===== config.mk =====
export PLATFORM = sky130hd
export DESIGN_NAME = pulse_measure
export DESIGN_NICKNAME = d
export VERILOG_FILES = /design/src/rtl/pulse_measure.sv
export SDC_FILE = /design/constraint.sdc
export NUM_CORES = 1
export LEC_CHECK = 0
export CORE_ASPECT_RATIO = 0.9
export CORE_MARGIN = 1.5
export CORE_UTILIZATION = 30
export DETAILED_ROUTE_END_ITERATION = 16
export HOLD_SLACK_MARGIN = 0.08
export PLACE_DENSITY = 0.49
export SETUP_SLACK_MARGIN = 0.05
export SYNTH_ARGS = -nofsm -noshare
export SYNTH_HDL_FRONTEND = slang
export SYNTH_SLANG_ARGS = --single-unit

===== constraint.sdc =====
create_clock -name CLK -period 3.9 [get_ports CLK]
set_input_delay 0.78 -clock CLK [delete_from_list [all_inputs] [get_ports CLK]]
set_output_delay 0.78 -clock CLK [all_outputs]
set_load 0.05 [all_outputs]

===== src/rtl/pulse_measure.sv =====
`default_nettype none
// +--------------------------------------------------------------------------+
// | pulse_measure: measures ARM-to-leading-edge delay and width of a pulse.  |
// | Optional glitch filter: define PULSE_MEASURE_GLITCH_FILTER_EN. Rev 1.0   |
// +--------------------------------------------------------------------------+
module pulse_measure #(
  parameter int CNT_W       = 16,
  parameter int SYNC_STAGES = 2,
  parameter int PULSE_TYPE  = 1
) (
  input  logic             CLK,
  input  logic             RESETN,
  input  logic             PULSE,
  input  logic             ARM,
  input  logic             ACK,
  output logic [CNT_W-1:0] START_TIME,
  output logic [CNT_W-1:0] WIDTH,
  output logic             VALID,
  output logic             BUSY,
  output logic             OVERFLOW
);

  localparam logic [1:0] S_IDLE  = 2'd0;
  localparam logic [1:0] S_WAIT  = 2'd1;
  localparam logic [1:0] S_PULSE = 2'd2;
  localparam logic [1:0] S_DONE  = 2'd3;

  localparam logic [CNT_W-1:0]       CNT_MAX  = '1;
  localparam logic [SYNC_STAGES-1:0] SYNC_RST = (PULSE_TYPE != 0) ? '0 : '1;

  logic [SYNC_STAGES-1:0] sync_q;
  logic                   sync_lvl;
  logic                   act;
  logic                   act_q;
  logic                   lead;
  logic                   trail;

  logic [1:0]       state_q, state_d;
  logic [CNT_W-1:0] tcnt_q, tcnt_d, tcnt_inc;
  logic [CNT_W-1:0] wcnt_q, wcnt_d, wcnt_inc;
  logic [CNT_W-1:0] start_q, start_d;
  logic [CNT_W-1:0] width_q, width_d;
  logic             ovf_q, ovf_d;

  // Synchronizer resets to the inactive raw level so no false edge on release.
  always_ff @(posedge CLK or negedge RESETN) begin
    if (!RESETN) sync_q <= SYNC_RST;
    else         sync_q <= {sync_q[SYNC_STAGES-2:0], PULSE};
  end

  assign sync_lvl = (PULSE_TYPE != 0) ? sync_q[SYNC_STAGES-1] : ~sync_q[SYNC_STAGES-1];

`ifdef PULSE_MEASURE_GLITCH_FILTER_EN
  logic [1:0] hist_q;
  logic       filt_q;
  logic       stable;

  // Current sample plus two history samples agreeing means 3 cycles at one level.
  assign stable = (sync_lvl == hist_q[0]) && (hist_q[0] == hist_q[1]);
  assign act    = stable ? sync_lvl : filt_q;

  always_ff @(posedge CLK or negedge RESETN) begin
    if (!RESETN) begin
      hist_q <= 2'b00;
      filt_q <= 1'b0;
    end else begin
      hist_q <= {hist_q[0], sync_lvl};
      filt_q <= act;
    end
  end
`else
  assign act = sync_lvl;
`endif

  assign lead     = act & ~act_q;
  assign trail    = ~act & act_q;
  assign tcnt_inc = tcnt_q + CNT_W'(1);
  assign wcnt_inc = wcnt_q + CNT_W'(1);

  always_ff @(posedge CLK or negedge RESETN) begin
    if (!RESETN) state_q <= S_IDLE;
    else         state_q <= state_d;
  end

  always_comb begin
    state_d = state_q;
    case (state_q)
      S_IDLE:  if (ARM) state_d = S_WAIT;
      S_WAIT:  if (lead) state_d = S_PULSE;
               else if (tcnt_inc == CNT_MAX) state_d = S_DONE;
      S_PULSE: if (trail || (wcnt_inc == CNT_MAX)) state_d = S_DONE;
      S_DONE:  if (ACK) state_d = S_IDLE;
      default: state_d = S_IDLE;
    endcase
  end

  always_comb begin
    VALID      = (state_q == S_DONE);
    BUSY       = (state_q == S_WAIT) || (state_q == S_PULSE);
    OVERFLOW   = ovf_q;
    START_TIME = start_q;
    WIDTH      = width_q;
  end

  // The time counter reads D+SYNC_STAGES-1 when the edge is seen, so capture its increment.
  always_comb begin
    tcnt_d  = tcnt_q;
    wcnt_d  = wcnt_q;
    start_d = start_q;
    width_d = width_q;
    ovf_d   = ovf_q;
    case (state_q)
      S_IDLE: if (ARM) tcnt_d = '0;
      S_WAIT: begin
        tcnt_d = tcnt_inc;
        if (lead) begin
          start_d = tcnt_inc;
          wcnt_d  = CNT_W'(1);
        end else if (tcnt_inc == CNT_MAX) begin
          start_d = CNT_MAX;
          width_d = CNT_MAX;
          ovf_d   = 1'b1;
        end
      end
      S_PULSE: begin
        wcnt_d = wcnt_inc;
        if (trail) begin
          width_d = wcnt_q;
        end else if (wcnt_inc == CNT_MAX) begin
          width_d = CNT_MAX;
          ovf_d   = 1'b1;
        end
      end
      S_DONE: if (ACK) ovf_d = 1'b0;
      default: ;
    endcase
  end

  always_ff @(posedge CLK or negedge RESETN) begin
    if (!RESETN) begin
      act_q   <= 1'b0;
      tcnt_q  <= '0;
      wcnt_q  <= '0;
      start_q <= '0;
      width_q <= '0;
      ovf_q   <= 1'b0;
    end else begin
      act_q   <= act;
      tcnt_q  <= tcnt_d;
      wcnt_q  <= wcnt_d;
      start_q <= start_d;
      width_q <= width_d;
      ovf_q   <= ovf_d;
    end
  end

endmodule
`default_nettype wire


Word level (Yosys, flattened, before mapping)
Cells that the tools add are included.

operators by class
  add/sub/neg operators = 2
  equality and inequality tests = 15
  muxes and demuxes = 22
  bitwise operators = 4
  reductions and logical operators = 13

operator list
  cell                     number
  $mux W16                 7
  $pmux W16 S2             3
  $add A16 B1 Y16 const B  2
  $eq A16 B16 Y1 const B   2
  $ne A2 B2 Y1 const B     8
  $mux W2                  5
  $pmux W2 S4              1
  $reduce_and A4 Y1        2
  $ne A3 B3 Y1 const B     2
  $reduce_and A2 Y1        3
  $reduce_and A6 Y1        1
  $reduce_bool A2 Y1       3
  $mux W1                  5
  $eq A2 B2 Y1 const B     2
  $pmux W1 S3              1
  $reduce_bool A3 Y1       1
  $and A1 B1 Y1            2
  $eq A2 B1 Y1 const B     1
  $logic_not A2 Y1         1
  $logic_or A1 B1 Y1       2
  $not A1 Y1               2

word-level totals
  register bits after elaboration = 70
  input bits = 5
  output and inout bits = 35
  word-level logic and storage cells = 64

Logic depth before layout (Yosys ltp)
Gate-level depths: netlist (run 1).

  depth after elaboration = 5
  gate-level depth with buffers = 11
  mapped depth without buffers = 9

Worst setup path after synthesis (run 1)
OpenSTA, ideal clock, no wires.

  path kind = register -> register
  from = register tcnt_q[1]
  to = register width_q[10], in the netlist WIDTH[10]
  setup time = 0.122 ns
  data arrival time = 2.387 ns
  setup slack = 1.391 ns
  stages on the path, launching flop included = 10
  path buffers = 2
  period minus slack after synthesis = 2.509 ns
  cell sequence = dfrtp_1 ha_1 clkbuf_1 and2_1 and4b_1 o2111ai_1 a2111oi_4 o2111ai_4 buf_6 o22a_1

on the way
  word-level cells in the longest chain between the ends = 4

ends and longest elaborated chain
  item                                RTL line  RTL
  start: declaration                  39        logic [CNT_W-1:0] tcnt_q, tcnt_d, tcnt_inc;
  start signal: assignment            149       tcnt_q <= tcnt_d;
  $add A16 B1 Y16                     77        assign tcnt_inc = tcnt_q + CNT_W'(1);
  $eq A16 B16 Y1                      119       end else if (tcnt_inc == CNT_MAX) begin
  $ne A2 B2 Y1 (no source line)       --
  $reduce_and A4 Y1 (no source line)  --
  end signal: assignment              152       width_q <= width_d;
  end: declaration                    42        logic [CNT_W-1:0] width_q, width_d;

No other way between the ends.
A chain may end at the register's enable or synchronous reset.

Worst setup path in the final report (run 1)
  from = register wcnt_q[1]
  to = register width_q[2], in the netlist WIDTH[2]

on the way
  word-level cells in the longest chain between the ends = 4

ends and longest elaborated chain
  item                                RTL line  RTL
  start: declaration                  40        logic [CNT_W-1:0] wcnt_q, wcnt_d, wcnt_inc;
  start signal: assignment            150       wcnt_q <= wcnt_d;
  $add A16 B1 Y16                     78        assign wcnt_inc = wcnt_q + CNT_W'(1);
  $eq A16 B16 Y1                      129       end else if (wcnt_inc == CNT_MAX) begin
  $ne A3 B3 Y1 (no source line)       --
  $reduce_and A4 Y1 (no source line)  --

No other way between the ends.

==> results of run 1 <==
[critical path: cells and delay by family, from the launching register on]
family,cells,cell delay (ns)
AO/OA/AOI/OAI,3,1.35
XOR/XNOR,1,0.20
adder cells (fa/ha/maj),1,0.31
flip-flops,1,0.44
AND/OR/NAND/NOR,3,0.65
[cell usage in the layout, fill, tap and decap left out, types with 5 or more instances in the layout]
| cell | count |
|---|---|
| nand4_1 | 6 |
| xor2_1 | 7 |
| ha_1 | 8 |
| mux2i_1 | 5 |
| inv_1 | 9 |
| a21oi_1 | 23 |
| o22a_1 | 16 |
| o41ai_1 | 5 |
| o21ai_0 | 41 |
| dfrtp_1 | 70 |
| clkbuf_16 | 9 |
| nand3_1 | 21 |
| and3_1 | 8 |
| nor2_1 | 44 |
| xnor2_1 | 8 |
| clkdlybuf4s50_1 | 38 |
| nor3_1 | 5 |
| nand2b_1 | 5 |
| o31ai_1 | 6 |
| nand2_1 | 33 |
[stage by stage]
step	std cells	utilization
after floorplan	399	-
after global placement	573	0.349
after detailed placement	573	0.349
after CTS	589	0.374
after global routing	589	0.374
final	589	0.374
[kinds of logic (layout without fill, tap and decap cells)]
logic type               Yosys count  count (layout)
buffers and inverters             38              68
adder cells (fa/ha/maj)            8               8
flip-flops                        70              70
AO/OA/AOI/OAI                    113             113
AND/OR/NAND/NOR                  149             149
XOR/XNOR                          15              15
multiplexers                       6               6
[where the power goes]
part	internal, mW	total, mW	switching (mW)
Sequential	0.913	1.07	0.158
Combinational	0.573	1.77	1.19
Clock	0.529	0.844	0.314
Total	2.01	3.68	1.67
[final timing paths]
path,end,depth (start not counted),startpoint
max in group asynchronous,state_q[1],2,RESETN
setup / recovery,WIDTH[2],8,wcnt_q[1]
min in group asynchronous,WIDTH[2],1,RESETN
setup reg to reg,WIDTH[2],8,wcnt_q[1]
hold reg to reg,sync_q[1],0,sync_q[0]
hold / removal,sync_q[1],0,sync_q[0]
[metal layers]
layer | vias to the layer above | wire length [um] | GRT usage
met5 | - | 0 | 0
met4 | 0 | 146 | 0.0563
met3 | 13 | 424 | 0.0488
met2 | 63 | 3760 | 0.208
met1 | 1516 | 5340 | 0.242
li1 | 1493 | - | -
[Yosys cell counts (all sizes together), types with 5 or more instances]
| cell type | n | area share |
|---|---|---|
| clkbuf | 17 | 0.017 |
| a21oi | 23 | 0.030 |
| xnor2 | 8 | 0.018 |
| nand2 | 33 | 0.033 |
| buf | 12 | 0.022 |
| nor2 | 45 | 0.045 |
| xor2 | 7 | 0.016 |
| nand3 | 22 | 0.030 |
| mux2i | 5 | 0.013 |
| and3 | 8 | 0.013 |
| nor3 | 7 | 0.012 |
| o41ai | 6 | 0.016 |
| nand4 | 8 | 0.019 |
| inv | 9 | 0.0089 |
| dfrtp | 70 | 0.46 |
| o31ai | 6 | 0.012 |
| o22a | 16 | 0.037 |
| o21ai | 41 | 0.054 |
| ha | 8 | 0.026 |
| nand2b | 5 | 0.0082 |
[sequential cells by signal, summed over array words and instances, names as in the netlist]
name,flops
sync_q,2
act_q,1
state_q,2
WIDTH,16
wcnt_q,16
tcnt_q,16
START_TIME,16
OVERFLOW,1
[area by class of cell]
| class | count | area (um2) |
|---|---|---|
| clock inverters | 3 | 42.5 |
| flip-flops and latches | 70 | 1750 |
| well taps | 160 | 200 |
| inverters | 9 | 33.8 |
| multi-input cells | 291 | 1870 |
| repair buffers | 43 | 415 |
| clock buffers | 13 | 260 |
| fillers | 1216 | 7650 |
==> flow_metrics.py, run 1 <==
metrics = {
    "status": {
        "outcome": "finished, final reports clean",
    },
    "placed_design": {
        "io_buffer_count": 39,
        "dp_hpwl_um": 6530,
        "place_congestion": 0.859,
        "dpl-instance-area_um2": 4270,
        "pre_cts_slack_ns": 0.853,
    },
    "clock_tree": {
        "cts_setup_buffers": 0,
        "clock_latency_ns": 0.35,
        "cts_inserted_buffers": 9,
        "ctsHoldBuffers": 0,
        "cts_tree": "built",
        "cts_resized": 0,
        "clock-sinks": 70,
        "clk_path_buf_depth": 2,
        "h-tree-depth": 3,
        "clkTransAtPathRegs_ns": 0.05,
        "root_buffer": "clkbuf_16",
    },
    "synthesis": {
        "synth_compound_area_frac": 0.209,
        "synthCells": 399,
        "yosysWarnings": 0,
        "ys_seq_area_frac": 0.461,
        "synth-seq-cells": 70,
        "syn_nets": 412,
        "synth_flop_cell": "dfrtp_1",
        "syn-cell-area_um2": 3800,
        "synth_async_sr_flop_share": 1.00,
        "synth-adder-area-share": 0.0263,
        "synth_cell_type_count": 58,
        "synth_top_family_by_area": "compound AO/OA/AOI/OAI gates",
        "yosys.area_share.xor_xnor": 0.0346,
        "synth_simple_gate_area_frac": 0.205,
        "synth_edf_count": 0,
        "muxShareOfSynthArea": 0.0161,
        "syn_area_per_cell_um2": 9.53,
    },
    "global_route": {
        "grt_max_degree": 44,
        "first_global_vias": 2938,
        "antenna_found_initial": 0,
        "grt_overflow": 0,
        "grt_pass1_wl_um": 16000,
        "track_usage": 0.159,
    },
    "route": {
        "drtAntennaViolNets": 0,
        "vias_per_cell": 5.24,
        "wl_per_cell_um": 16.4,
        "drtPass1Iterations": 4,
        "drt_wl_total_um": 9670,
        "vias": 3085,
        "drtIter0Drc": 198,
        "drc": 0,
    },
    "critical_path": {
        "cp_slowest_cell": "a211oi_4",
        "slowest_delay_ns": 0.67,
        "path_class": "flop to flop",
        "worst-endpoint-required_ns": 4.18,
        "critPathMaxFanout": 16,
        "r2r_setup_slack_ns": 0.89,
        "path_cells": "ha_1 -> and3_1 -> nand4_1 -> xor2_1 -> o41ai_2 -> nor2_2 -> a211oi_4 -> o22a_1",
        "critical_path_arrival_ns": 3.29,
        "cp-end-kind": "flop",
        "startpoint_type": "flop",
    },
    "layout": {
        "final_nets": 437,
        "syn_to_final_growth_pct": 20.3,
        "drive_above_1_share": 0.0793,
        "stdcell_area_um2": 4570,
        "diodes": 0,
    },
    "floorplan": {
        "initial_core_util": 0.311,
        "die_area_um2": 13400,
        "io_pins": 40,
        "core.rowCount": 38,
        "core_um2": 12200,
        "die_y_um": 110,
        "die_w_um": 122,
    },
    "sta": {
        "timing.slew.headroom": 0.359,
        "finalCritPeriodShare": 0.772,
        "fin_skew_ns": 0.00701,
        "fmax_ghz": 0.332,
        "finalHoldViolations": 0,
        "finalSetupViolCount": 0,
        "fin_ws_ns": 0.888,
        "slew_viol_final": 0,
        "timing.final.crit_period_ns": 3.01,
        "final.setup.tns_ns": 0,
        "whs_ns": 0.348,
        "rsz0062_at_grt": "false",
        "worst_slew_pin_slew_ns": 0.962,
    },
    "power": {
        "ir_drop_mv": 0.525,
        "power.total_mw": 3.68,
        "p_per_area_nw_per_um2": 805,
        "p_leak_nw": 1.77,
    },
    "min_path": {
        "hp-class": "flop to flop",
    },
    "job": {
        "max-cap-violations": 0,
    },
}
No activity file was read; power rests on OpenSTA's default activity.
==> inputs of run 2 (changes only) <==
==> constraint.sdc (replaced) <==
create_clock -name CLK -period 2.9 [get_ports CLK]
set_input_delay 0.58 -clock CLK [delete_from_list [all_inputs] [get_ports CLK]]
set_output_delay 0.58 -clock CLK [all_outputs]
set_load 0.05 [all_outputs]
==> run 2 against run 1 <==
Register-to-register slack got worse by 0.64 ns; flip-flop and latch count did not move; first-iteration DRC count fell by 3.0%; sequential power rose by 34%; non-clock buffer count rose by 14; utilization rose by 1.2 points; global-route usage fell by 0.34 points; largest power group unchanged; clock power rose by 40%; sequential share of layout area fell by 1.2 points; critical path depth fell by 5.
==> flow_metrics.py, run 2 (synthesized netlist as in run 1, its figures left out) <==
metrics = {
    "status": {
        "outcome": "finished, final reports clean",
    },
    "global_route": {
        "grt_max_degree": 26,
        "first_global_vias": 2956,
        "track_usage": 0.156,
        "grt_pass1_wl_um": 15900,
        "antenna_found_initial": 0,
        "grt_overflow": 0,
    },
    "power": {
        "clkPwrFrac": 0.230,
        "combPwrFrac": 0.490,
        "p_leak_nw": 1.86,
        "p_per_area_nw_per_um2": 1090,
        "power.total_mw": 5.12,
        "seqPwrFrac": 0.280,
        "cell_internal_pwr_mw": 2.87,
        "p_sw_frac": 0.439,
        "net-switching-power_mw": 2.25,
        "ir_drop_mv": 0.575,
    },
    "critical_path": {
        "critPathMaxFanout": 6,
        "worstReg2RegEnd": "START_TIME[5]",
        "worst-endpoint-required_ns": 2.32,
        "startpoint_type": "flop",
        "cp-end-kind": "primary output",
        "r2r_setup_slack_ns": 0.25,
        "r2r_start": "tcnt_q[1]",
        "reg2reg_depth": 8,
        "path_class": "flop to primary output",
        "critical_path_arrival_ns": 2.08,
    },
    "clock_tree": {
        "root_buffer": "clkbuf_16",
        "cts_tree": "built",
        "clkTransAtPathRegs_ns": 0.06,
        "cts_inserted_buffers": 9,
        "clock-sinks": 70,
        "ctsHoldBuffers": 0,
        "clk_path_buf_depth": 2,
        "h-tree-depth": 3,
        "clock_latency_ns": 0.33,
    },
    "sta": {
        "final.setup.tns_ns": 0,
        "fin_skew_ns": 0.00598,
        "finalHoldViolations": 0,
        "finalCritPeriodShare": 0.918,
        "timing.final.crit_period_ns": 2.66,
        "rsz0062_at_grt": "false",
        "fmax_ghz": 0.376,
        "finalSetupViolCount": 0,
        "timing.slew.headroom": 0.590,
        "slew_viol_final": 0,
        "worst_slew_pin_slew_ns": 0.614,
    },
    "route": {
        "vias": 3112,
        "vias_per_cell": 5.16,
        "drtPass1Iterations": 5,
        "drt_wl_total_um": 9720,
        "wl_met2_um": 3790,
        "wl_met1_um": 5350,
        "drc": 0,
        "wl_met3_um": 458,
        "drtIter0Drc": 192,
        "maxUsedRoutingLayer": "met4",
        "wl_per_cell_um": 16.1,
        "drtAntennaViolNets": 0,
    },
    "placed_design": {
        "place_congestion": 0.851,
        "dp_hpwl_um": 6830,
        "io_buffer_count": 39,
    },
    "floorplan": {
        "die_y_um": 110,
        "io_pins": 40,
        "core_um2": 12200,
        "initial_core_util": 0.311,
        "die_area_um2": 13400,
        "core.rowCount": 38,
        "die_w_um": 122,
    },
    "layout": {
        "syn_to_final_growth_pct": 24.2,
        "diodes": 0,
        "multi_input_area_um2": 1870,
        "mostFrequentLayoutCells": "dfrtp_1 (70), nor2_1 (44), o21ai_0 (41), clkdlybuf4s50_1 (38), nand2_1 (33)",
        "regArea_um2": 1750,
        "final_nets": 451,
        "drive_above_1_share": 0.115,
        "final_common_cell": "dfrtp_1",
        "fillers": 1241,
    },
    "min_path": {
        "hp-class": "input pin to async pin",
    },
    "job": {
        "max-cap-violations": 0,
    },
}
[run 2: cell count changes in the layout (fill, tap and decap cells not counted), sizes merged]
| cell | delta |
|---|---|
| clkinv | +1 |
| clkinvlp | -1 |
| clkbuf | -1 |
| bufinv | +1 |
| buf | +14 |
[run 2: area by class of cell]
class / count / share of cell area
Multi-Input combinational cell: 291 / 0.397
Clock inverter: 4 / 0.0148
Timing Repair Buffer: 57 / 0.116
Clock buffer: 12 / 0.0522
Tap cell: 160 / 0.0424
Sequential cell: 70 / 0.371
Inverter: 9 / 0.00715
[run 2: repair_timing]
| item | CTS | global route |
|---|---|---|
| gates resized for setup | 0 | 3 |
| buffers inserted | 0 | 1 |
| endpoints found under the setup margin | 0 | 32 |
[run 2: critical path: stages (launching register included)]
cell	delay, ns
dfrtp_1	0.42
inv_1	0.09
ha_1	0.39
clkdlybuf4s50_1	0.85
[run 2: worst max path at each step]
stage	to	start	slack [ns]	depth (start not counted)
after floorplan	WIDTH[10]	tcnt_q[1]	0.39	9
after global placement	WIDTH[1]	tcnt_q[1]	0.18	7
after detailed placement	WIDTH[10]	tcnt_q[1]	0.12	7
after CTS	WIDTH[2]	tcnt_q[1]	0.12	7
after global routing	START_TIME[9]	tcnt_q[1]	0.06	8
final	BUSY	state_q[0]	0.24	3
[run 2: layer usage]
| metal | global-route usage | vias up |
|---|---|---|
| li1 | - | 1529 |
| met1 | 0.243 | 1500 |
| met2 | 0.204 | 73 |
| met3 | 0.0363 | 10 |
| met4 | 0.0571 | 0 |
| met5 | 0 | - |
[run 2: power groups by stage]
stage | clock [mW] | combinational [mW] | sequential [mW]
after global placement | 0 | 2.51 | 1.44
after CTS | 1.21 | 2.53 | 1.43
after floorplan | 0 | 1.06 | 2.05
after global routing | 1.25 | 2.70 | 1.47
final | 1.18 | 2.51 | 1.43
after detailed placement | 0 | 2.52 | 1.45
[run 2: per-stage QoR]
step            util  worst slack (ns)  area, um2  hold WS [ns]  cells
3_3_place_gp   0.358             0.180       4380         0.336    586
5_1_grt        0.386            0.0604       4720         0.256    603
4_1_cts        0.384             0.122       4700         0.231    602
6_report       0.386             0.238       4720         0.224    603
2_1_floorplan      -             0.391       3800         0.284    399
3_5_place_dp   0.358             0.120       4380         0.335    586
==> inputs of run 3 (changes only) <==
--- a/config.mk
+++ b/config.mk
@@ -5,13 +5,13 @@
 export SDC_FILE = /design/constraint.sdc
 export NUM_CORES = 1
 export LEC_CHECK = 0
-export CORE_ASPECT_RATIO = 0.9
-export CORE_MARGIN = 1.5
+export CORE_MARGIN = 5
 export CORE_UTILIZATION = 30
 export DETAILED_ROUTE_END_ITERATION = 16
 export HOLD_SLACK_MARGIN = 0.08
 export PLACE_DENSITY = 0.49
 export SETUP_SLACK_MARGIN = 0.05
+export SKIP_LAST_GASP = 1
 export SYNTH_ARGS = -nofsm -noshare
 export SYNTH_HDL_FRONTEND = slang
 export SYNTH_SLANG_ARGS = --single-unit
==> run 3 against run 2 <==
Critical path depth increased by 5; total power about the same; setup slack got worse by 0.0012 ns; non-clock buffer count increased by 5; sequential share of layout area decreased by 0.56 points; sequential power about the same; maximum frequency about the same; die area increased by 12%; register-to-register slack about the same; critical path type is now flop to flop; largest cell class unchanged.
==> flow_metrics.py, run 3 (synthesized netlist as in run 1, its figures left out) <==
metrics = {
    "global_route": {
        "grt_overflow": 0,
        "first_global_vias": 3200,
        "antenna_found_initial": 0,
        "grt_max_degree": 71,
        "grt_pass1_wl_um": 16700,
        "track_usage": 0.141,
    },
    "sta": {
        "worst_slew_pin_slew_ns": 1.01,
        "timing.final.crit_period_ns": 2.66,
        "final.setup.tns_ns": 0,
        "fmax_ghz": 0.375,
        "timing.slew.headroom": 0.326,
        "finalCritPeriodShare": 0.918,
        "finalSetupViolCount": 0,
        "fin_skew_ns": 0.00671,
        "slew_viol_final": 0,
        "rsz0062_at_grt": "false",
        "finalHoldViolations": 0,
    },
    "floorplan": {
        "die_w_um": 123,
        "core_um2": 12500,
        "core.rowCount": 41,
        "die_area_um2": 15000,
        "initial_core_util": 0.304,
        "die_y_um": 123,
        "io_pins": 40,
    },
    "route": {
        "drtPass1Iterations": 6,
        "vias": 3087,
        "drc": 0,
        "drtIter0Drc": 225,
        "vias_per_cell": 4.98,
        "wl_per_cell_um": 15.6,
        "drtAntennaViolNets": 0,
        "drt_wl_total_um": 9670,
    },
    "clock_tree": {
        "root_buffer": "clkbuf_16",
        "clkTransAtPathRegs_ns": 0.06,
        "clock_latency_ns": 0.33,
        "clock-sinks": 70,
        "clk_path_buf_depth": 2,
        "cts_tree": "built",
        "cts_inserted_buffers": 9,
        "h-tree-depth": 3,
        "ctsHoldBuffers": 0,
    },
    "power": {
        "ir_drop_mv": 0.385,
        "p_per_area_nw_per_um2": 1070,
        "p_sw_frac": 0.434,
        "combPwrFrac": 0.497,
        "seqPwrFrac": 0.274,
        "clkPwrFrac": 0.229,
        "p_leak_nw": 1.89,
        "net-switching-power_mw": 2.22,
        "cell_internal_pwr_mw": 2.90,
    },
    "critical_path": {
        "critPathMaxFanout": 16,
        "path_cells": "nand4_2 -> or3_1 -> a221o_1 -> o41ai_2 -> nor2_2 -> a211oi_4 -> buf_12 -> o22a_1",
        "cp-end-kind": "flop",
        "cp_slowest_cell": "dfrtp_1",
        "worst-endpoint-required_ns": 3.17,
        "path_class": "flop to flop",
        "slowest_delay_ns": 0.55,
        "critical_path_arrival_ns": 2.93,
        "startpoint_type": "flop",
    },
    "job": {
        "max-cap-violations": 0,
    },
    "layout": {
        "diodes": 0,
        "drive_above_1_share": 0.125,
        "syn_to_final_growth_pct": 26.1,
        "final_cells": 620,
        "final_nets": 456,
        "mostFrequentLayoutCells": "dfrtp_1 (70), nor2_1 (44), o21ai_0 (41), clkdlybuf4s50_1 (38), nand2_1 (33)",
        "final_common_cell": "dfrtp_1",
        "fillers": 1287,
    },
    "placed_design": {
        "placed_cells": 603,
        "io_buffer_count": 39,
        "place_congestion": 0.807,
        "dp_hpwl_um": 6690,
    },
    "status": {
        "outcome": "finished, final reports clean",
    },
    "min_path": {
        "hp-class": "input pin to async pin",
    },
}
==> run 3: power by group through the flow <==
stage	logic (mW)	registers, mW	clock network, mW
after floorplan	1.06	2.05	0
after global placement	2.56	1.43	0
after detailed placement	2.57	1.43	0
after CTS	2.58	1.41	1.21
after global routing	2.75	1.45	1.25
final	2.55	1.41	1.17
==> run 3: area by class of cell <==
class                      count  area (um2)  share of cell area
multi-input combinational    291        1880               0.392
sequential                    70        1750               0.365
timing repair buffer          62         596               0.124
clock buffer                  12         246              0.0514
tap                          172         215              0.0449
clock inverter                 4        70.1              0.0146
inverter                       9        33.8             0.00705
==> run 3: routing by layer <==
| metal | GRT usage | wire [um] | up-vias |
|---|---|---|---|
| li1 | - | - | 1527 |
| met1 | 0.180 | 4420 | 1485 |
| met2 | 0.234 | 4740 | 58 |
| met3 | 0.0332 | 317 | 17 |
| met4 | 0.0518 | 184 | 0 |
| met5 | 0 | 0 | - |
==> run 3: repair_timing <==
item / in CTS / in global routing
endpoints found under the setup margin: 0 / 33
setup buffers: 0 / 1
gates resized for setup: 0 / 3
==> run 3: per-stage QoR <==
| stage | setup WS [ns] | util | instance area [um2] | hold WS (ns) | total power [mW] |
|---|---|---|---|---|---|
| final | 0.237 | 0.383 | 4790 | 0.253 | 5.13 |
| after global routing | 0.0531 | 0.383 | 4790 | 0.313 | 5.45 |
| after CTS | 0.137 | 0.380 | 4760 | 0.283 | 5.20 |
| after detailed placement | 0.187 | 0.355 | 4440 | 0.336 | 4.00 |
| after global placement | 0.271 | 0.355 | 4440 | 0.336 | 3.98 |
| after floorplan | 0.391 | - | 3800 | 0.284 | 3.11 |
==> run 3: final timing paths <==
check	startpoint	to	slack (ns)	cells after the start
min	RESETN	wcnt_q[4]	0.25	2
min in group CLK	sync_q[0]	sync_q[1]	0.35	0
min reg2reg	sync_q[0]	sync_q[1]	0.35	0
max reg2reg	wcnt_q[3]	WIDTH[8]	0.24	8
max in group asynchronous	RESETN	START_TIME[0]	2.29	2
max	wcnt_q[3]	WIDTH[8]	0.24	8
==> run 3: worst max-delay path, delay by kind of cell (launching register included) <==
family,cells,cell delay (ns)
buffers and inverters,1,0.18
AOI/OAI and AO/OA,4,1.18
and+or+nand+nor,3,0.69
DFF,1,0.55
